## config.mk

```make
export PLATFORM = sky130hd
export DESIGN_NAME = int_arbiter
export DESIGN_NICKNAME = d
export VERILOG_FILES = /design/src/rtl/pdp11_int_pkg.sv /design/src/rtl/int_pri_enc.sv /design/src/rtl/int_arbiter.sv
export SDC_FILE = /design/constraint.sdc
export NUM_CORES = 1
export LEC_CHECK = 0
export ABC_AREA = 1
export BUFFER_PORTS_ARGS = -buffer_cell sky130_fd_sc_hd__buf_2
export CAP_MARGIN = 20
export CORE_MARGIN = 2
export CORE_UTILIZATION = 40
export DETAILED_ROUTE_END_ITERATION = 12
export PLACE_DENSITY_LB_ADDON = 0.05
export SLEW_MARGIN = 40
export SYNTH_ARGS = -nofsm -noshare
export SYNTH_HDL_FRONTEND = slang
export SYNTH_SLANG_ARGS = --single-unit
```

## constraint.sdc

```tcl
create_clock -name clk -period 10.68 [get_ports clk]
set_input_delay 2.136 -clock clk [delete_from_list [all_inputs] [get_ports clk]]
set_output_delay 2.136 -clock clk [all_outputs]
set_load 0.05 [all_outputs]
```

## src/rtl/pdp11_int_pkg.sv

```systemverilog
// rtl/pdp11_int_pkg.sv - shared interrupt arbitration types, widths and standard vectors
package pdp11_int_pkg;

  localparam int IPL_W = 3;
  localparam int VEC_W = 8;

  localparam logic [VEC_W-1:0] VEC_CLOCK   = 8'o100;
  localparam logic [VEC_W-1:0] VEC_CONS_RX = 8'o060;
  localparam logic [VEC_W-1:0] VEC_CONS_TX = 8'o064;

  typedef enum logic [1:0] {
    ST_IDLE = 2'd0,
    ST_PEND = 2'd1,
    ST_ACK  = 2'd2,
    ST_HOLD = 2'd3
  } int_state_e;

endpackage

```

## src/rtl/int_pri_enc.sv

```systemverilog
// rtl/int_pri_enc.sv - combinational highest-level priority encoder, lowest index wins ties
module int_pri_enc
  import pdp11_int_pkg::*;
#(
  parameter int N     = 4,
  parameter int IDX_W = (N > 1) ? $clog2(N) : 1
) (
  input  logic [N-1:0]       elig_i,
  input  logic [N*IPL_W-1:0] ipl_i,
  output logic               any_o,
  output logic [IDX_W-1:0]   idx_o,
  output logic [IPL_W-1:0]   ipl_o
);

  // Strict greater-than keeps the earlier (lower) index on equal levels.
  always_comb begin
    any_o = 1'b0;
    idx_o = '0;
    ipl_o = '0;
    for (int i = 0; i < N; i++) begin
      if (elig_i[i] && (!any_o || (ipl_i[i*IPL_W +: IPL_W] > ipl_o))) begin
        any_o = 1'b1;
        idx_o = IDX_W'(i);
        ipl_o = ipl_i[i*IPL_W +: IPL_W];
      end
    end
  end

endmodule

```

## src/rtl/int_arbiter.sv

```systemverilog
// rtl/int_arbiter.sv - priority interrupt arbiter between iopage devices and the CPU
module int_arbiter
  import pdp11_int_pkg::*;
#(
  parameter int N_SRC   = 4,
  parameter int HOLDOFF = 1
) (
  input  logic                     clk,
  input  logic                     reset,
  input  logic [N_SRC-1:0]         dev_int,
  input  logic [VEC_W*N_SRC-1:0]   dev_vector,
  input  logic [IPL_W*N_SRC-1:0]   dev_ipl,
  input  logic [IPL_W-1:0]         cpu_ipl,
  input  logic                     cpu_int_ack,
  output logic [N_SRC-1:0]         dev_int_ack,
  output logic                     cpu_int,
  output logic [VEC_W-1:0]         cpu_vector,
  output logic [IPL_W-1:0]         cpu_int_ipl
);

  localparam int IDX_W = (N_SRC > 1) ? $clog2(N_SRC) : 1;

  logic [N_SRC-1:0] elig;
  logic             any_elig;
  logic [IDX_W-1:0] win_idx;
  logic [IPL_W-1:0] win_ipl;
  logic [VEC_W-1:0] win_vec;
  logic             withdraw_d;

  int_state_e       state_q;
  logic [IDX_W-1:0] src_q;
  logic [VEC_W-1:0] vec_q;
  logic [IPL_W-1:0] lvl_q;
  logic [1:0]       hold_q;
  logic             req_q;
  logic [N_SRC-1:0] ack_q;

  // ipl 0 can never exceed an unsigned cpu_ipl, so it is masked for free.
  always_comb begin
    elig = '0;
    for (int i = 0; i < N_SRC; i++) begin
      elig[i] = dev_int[i] && (dev_ipl[i*IPL_W +: IPL_W] > cpu_ipl);
    end
  end

  int_pri_enc #(
    .N     (N_SRC),
    .IDX_W (IDX_W)
  ) u_pri_enc (
    .elig_i (elig),
    .ipl_i  (dev_ipl),
    .any_o  (any_elig),
    .idx_o  (win_idx),
    .ipl_o  (win_ipl)
  );

  always_comb begin
    win_vec = '0;
    for (int i = 0; i < N_SRC; i++) begin
      if (win_idx == IDX_W'(i)) win_vec = dev_vector[i*VEC_W +: VEC_W];
    end
  end

  assign withdraw_d = !dev_int[src_q] || (cpu_ipl >= lvl_q);

  always_ff @(posedge clk) begin
    if (!reset) begin
      state_q <= ST_IDLE;
      src_q   <= '0;
      vec_q   <= '0;
      lvl_q   <= '0;
      hold_q  <= '0;
      req_q   <= 1'b0;
      ack_q   <= '0;
    end else begin
      ack_q <= '0;
      case (state_q)
        ST_IDLE: begin
          if (any_elig) begin
            state_q <= ST_PEND;
            src_q   <= win_idx;
            vec_q   <= win_vec;
            lvl_q   <= win_ipl;
            req_q   <= 1'b1;
          end
        end
        ST_PEND: begin
          // Acknowledge beats a same-cycle withdrawal: the CPU has already committed.
          if (cpu_int_ack) begin
            state_q <= ST_ACK;
            req_q   <= 1'b0;
            ack_q   <= N_SRC'(1) << src_q;
          end else if (withdraw_d) begin
            state_q <= ST_IDLE;
            req_q   <= 1'b0;
            vec_q   <= '0;
            lvl_q   <= '0;
          end
        end
        ST_ACK: begin
          state_q <= ST_HOLD;
          hold_q  <= 2'(HOLDOFF - 1);
        end
        ST_HOLD: begin
          if (hold_q == 2'd0) begin
            state_q <= ST_IDLE;
            vec_q   <= '0;
            lvl_q   <= '0;
          end else begin
            hold_q <= hold_q - 2'd1;
          end
        end
        default: state_q <= ST_IDLE;
      endcase
    end
  end

  assign cpu_int     = req_q;
  assign cpu_vector  = vec_q;
  assign cpu_int_ipl = lvl_q;
  assign dev_int_ack = ack_q;

endmodule

```

==> metrics.yaml <==
setup_path:
  endpoint_kind: "register"
  cp_max_fo: 24
  crit_required_ns: 10.81
  crit_top_cell: "nand2_1"
  critPathKind: "in -> reg"
  max_stage_delay_ns: 0.31
  slowest_stage: "ha_1"
  cp-start-kind: "input pin"
  arrival_ns: 6.84
synthesis:
  netlist_top_cells_count: "nand2_1, inv_1, nor2_1"
  ys.flop_type: "dfxtp_1"
  postSynth.asyncResetShare_pct: 0
  seq_area_frac_synth_pct: 20.1
  synth-seq-cells: 22
  yosysTopAreaCell: "dfxtp_1"
  yosysMostFrequentCell: "nand2_1"
  synth.net_count: 412
  postSynthCellCount: 329
  netlist_area_mm2: 0.00219
  avgSynthCellArea_um2: 6.64
  yosysTopAreaCellShare_pct: 20.1
  synth_edf_count: 0
  yosysWarnings: 0
  synth.top_cells.by_area: "dfxtp_1, ha_1, nand2_1, inv_1, nor2_1"
  synth.distinct_cells: 30
placement:
  pre_cts_slack_ns: 3.70
  numPortBuffers: 69
  dp.cells: 463
  hpwl_um: 4650
  routabilityCongestion: 0.838
finish:
  stdcell_count: 467
  n_fill_cell: 565
  syn_to_final_growth_pct: 20.1
  layout.nets: 481
  diodes: 0
  regArea_um2: 440
  drive_gt1_share_pct: 25.7
  postLayoutCoreUtil_pct: 50.4
  multi_input_area_mm2: 0.00150
power:
  internal_power_w: 0.000196
  cellLeakagePower_nw: 1.41
  p_sw_share_pct: 48.2
  ir_worst_vdd_mv: 0.0722
  powerDensity_mw_per_mm2: 144
  pwr-share-comb_pct: 55.9
  seq_power_share_pct: 28.0
  power_w: 0.000379
  p_sw_w: 0.000182
  p_clk_share_pct: 16.1
detailed_routing:
  via_per_inst: 4.79
  drtAntennaViolNets: 0
  wl_per_cell_um: 12.2
  num_vias: 2236
  drc: 0
  dr.pass1.iters: 4
  detailedRoute.firstIterationViolations: 77
  drt-total-wl_um: 5700
clock_tree:
  cts_num_sinks: 22
  clk_pin_slew_ns: 0.08
  post_cts_buffers: 0
  cts_tree: "built"
  cts-buffers-inserted: 3
  insertion_delay_ns: 0.26
  ctsResizeCount: 0
  ctsHoldBuffers: 0
  cts_htree_levels: 1
  clockBufferDepth: 2
  cts_root_buf: "clkbuf_8"
floorplanning:
  start_util_pct: 42.0
  core_mm2: 0.00520
  io_pins: 70
  die_h_um: 77.9
  fp.dieW_um: 77.9
  rows: 26
  die_area_mm2: 0.00607
grt:
  grt_pass1_vias: 2094
  grt_pass1_wl_um: 9640
  overflow: 0
  grt_usage_pct: 19.6
  antenna_found_initial: 0
  grt_max_degree: 25
sta:
  worst_slew_pin_slew_ns: 0.628
  slew_viol_final: 0
  hold_violations: 0
  tns_ns: 0
  slew_headroom_pct: 58.1
  rsz0062_at_grt: "no"
  skew_ns: 0.00333
  max_freq_mhz: 149
  postLayoutSetupSlackWorst_ns: 3.98
  post-route-period-util_pct: 62.8
  layout_min_cycle_time_ns: 6.70
  finalSetupViolCount: 0
outcome:
  status: "completed"
min_path:
  hp-class: "reg -> reg"
run:
  maxCapViolations: 0
==> metal layers <==
metal	part of all wire (%)	global-route usage, %
met2	42	30.6
met4	0	1.58
met1	50	28.7
met3	8.2	4.30
met5	0	0
==> sequential cells by signal (all words and copies together), names as in the netlist, named ones only <==
name         cells
cpu_int          1
hold_q           2
dev_int_ack      4
cpu_int_ipl      3
cpu_vector       8
src_q            2
state_q          1
==> critical path, delay by kind of cell <==
family,cells,cell delay [ns]
buf+inv,7,0.76
compound gates,6,0.65
fa+ha+maj,4,1.19
simple gates,21,2.09
==> through the flow <==
stage / hold WS, ns / instance area (µm²)
floorplan: 0.426 / 2190
global placement: 0.447 / 2570
detailed placement: 0.447 / 2570
CTS: 0.460 / 2630
global route: 0.474 / 2630
finish: 0.454 / 2630
==> cells in the final DEF (no fill, tap or decap), drive strengths merged <==
cell    Yosys  routed
nand2      88      88
buf         5      69
or2         4       4
nor2       44      44
nand3      17      17
ha         29      29
a21oi      25      25
clkinv      1       1
nand3b     13      13
o22ai       1       1
nor3        1       1
a211oi      3       3
inv        50      50
o21bai      1       1
clkbuf      0       4
o21a        2       2
o21ai      15      15
dfxtp      22      22
nand4       5       5
o211ai      3       3
==> power by group through the flow <==
stage	clock [W]	sequential [W]	combinational (W)
floorplan	0	0.000144	0.000129
global placement	0	0.000108	0.000212
detailed placement	0	0.000108	0.000212
CTS	0.0000632	0.000106	0.000213
global route	0.0000676	0.000108	0.000238
finish	0.0000609	0.000106	0.000212
==> cells by family (layout without fill, tap and decap cells) <==
| group | Yosys count | after routing | share of synthesized area, % |
|---|---|---|---|
| compound gates | 50 | 50 | 14.9 |
| fa+ha+maj | 29 | 29 | 16.6 |
| flops | 22 | 22 | 20.1 |
| simple gates | 172 | 172 | 37.3 |
| buf+inv | 56 | 124 | 11.0 |
==> final timing paths <==
kind | slack (ns) | startpoint | to | cells past startpoint
setup / recovery | 3.98 | cpu_ipl[2] | cpu_vector[2] | 38
hold / removal | 0.45 | cpu_int | cpu_int | 2
setup reg to reg | 8.86 | state_q[0] | cpu_int_ipl[0] | 9
hold reg to reg | 0.45 | cpu_int | cpu_int | 2
==> cell type report <==
class | instances | share of cell area (%)
timing repair buffer | 69 | 13.2
clock buffer | 4 | 2.10
tap | 70 | 3.34
multi-input combinational | 251 | 57.3
sequential | 22 | 16.8
inverter | 51 | 7.34
No activity file was read; power rests on OpenSTA's default activity.
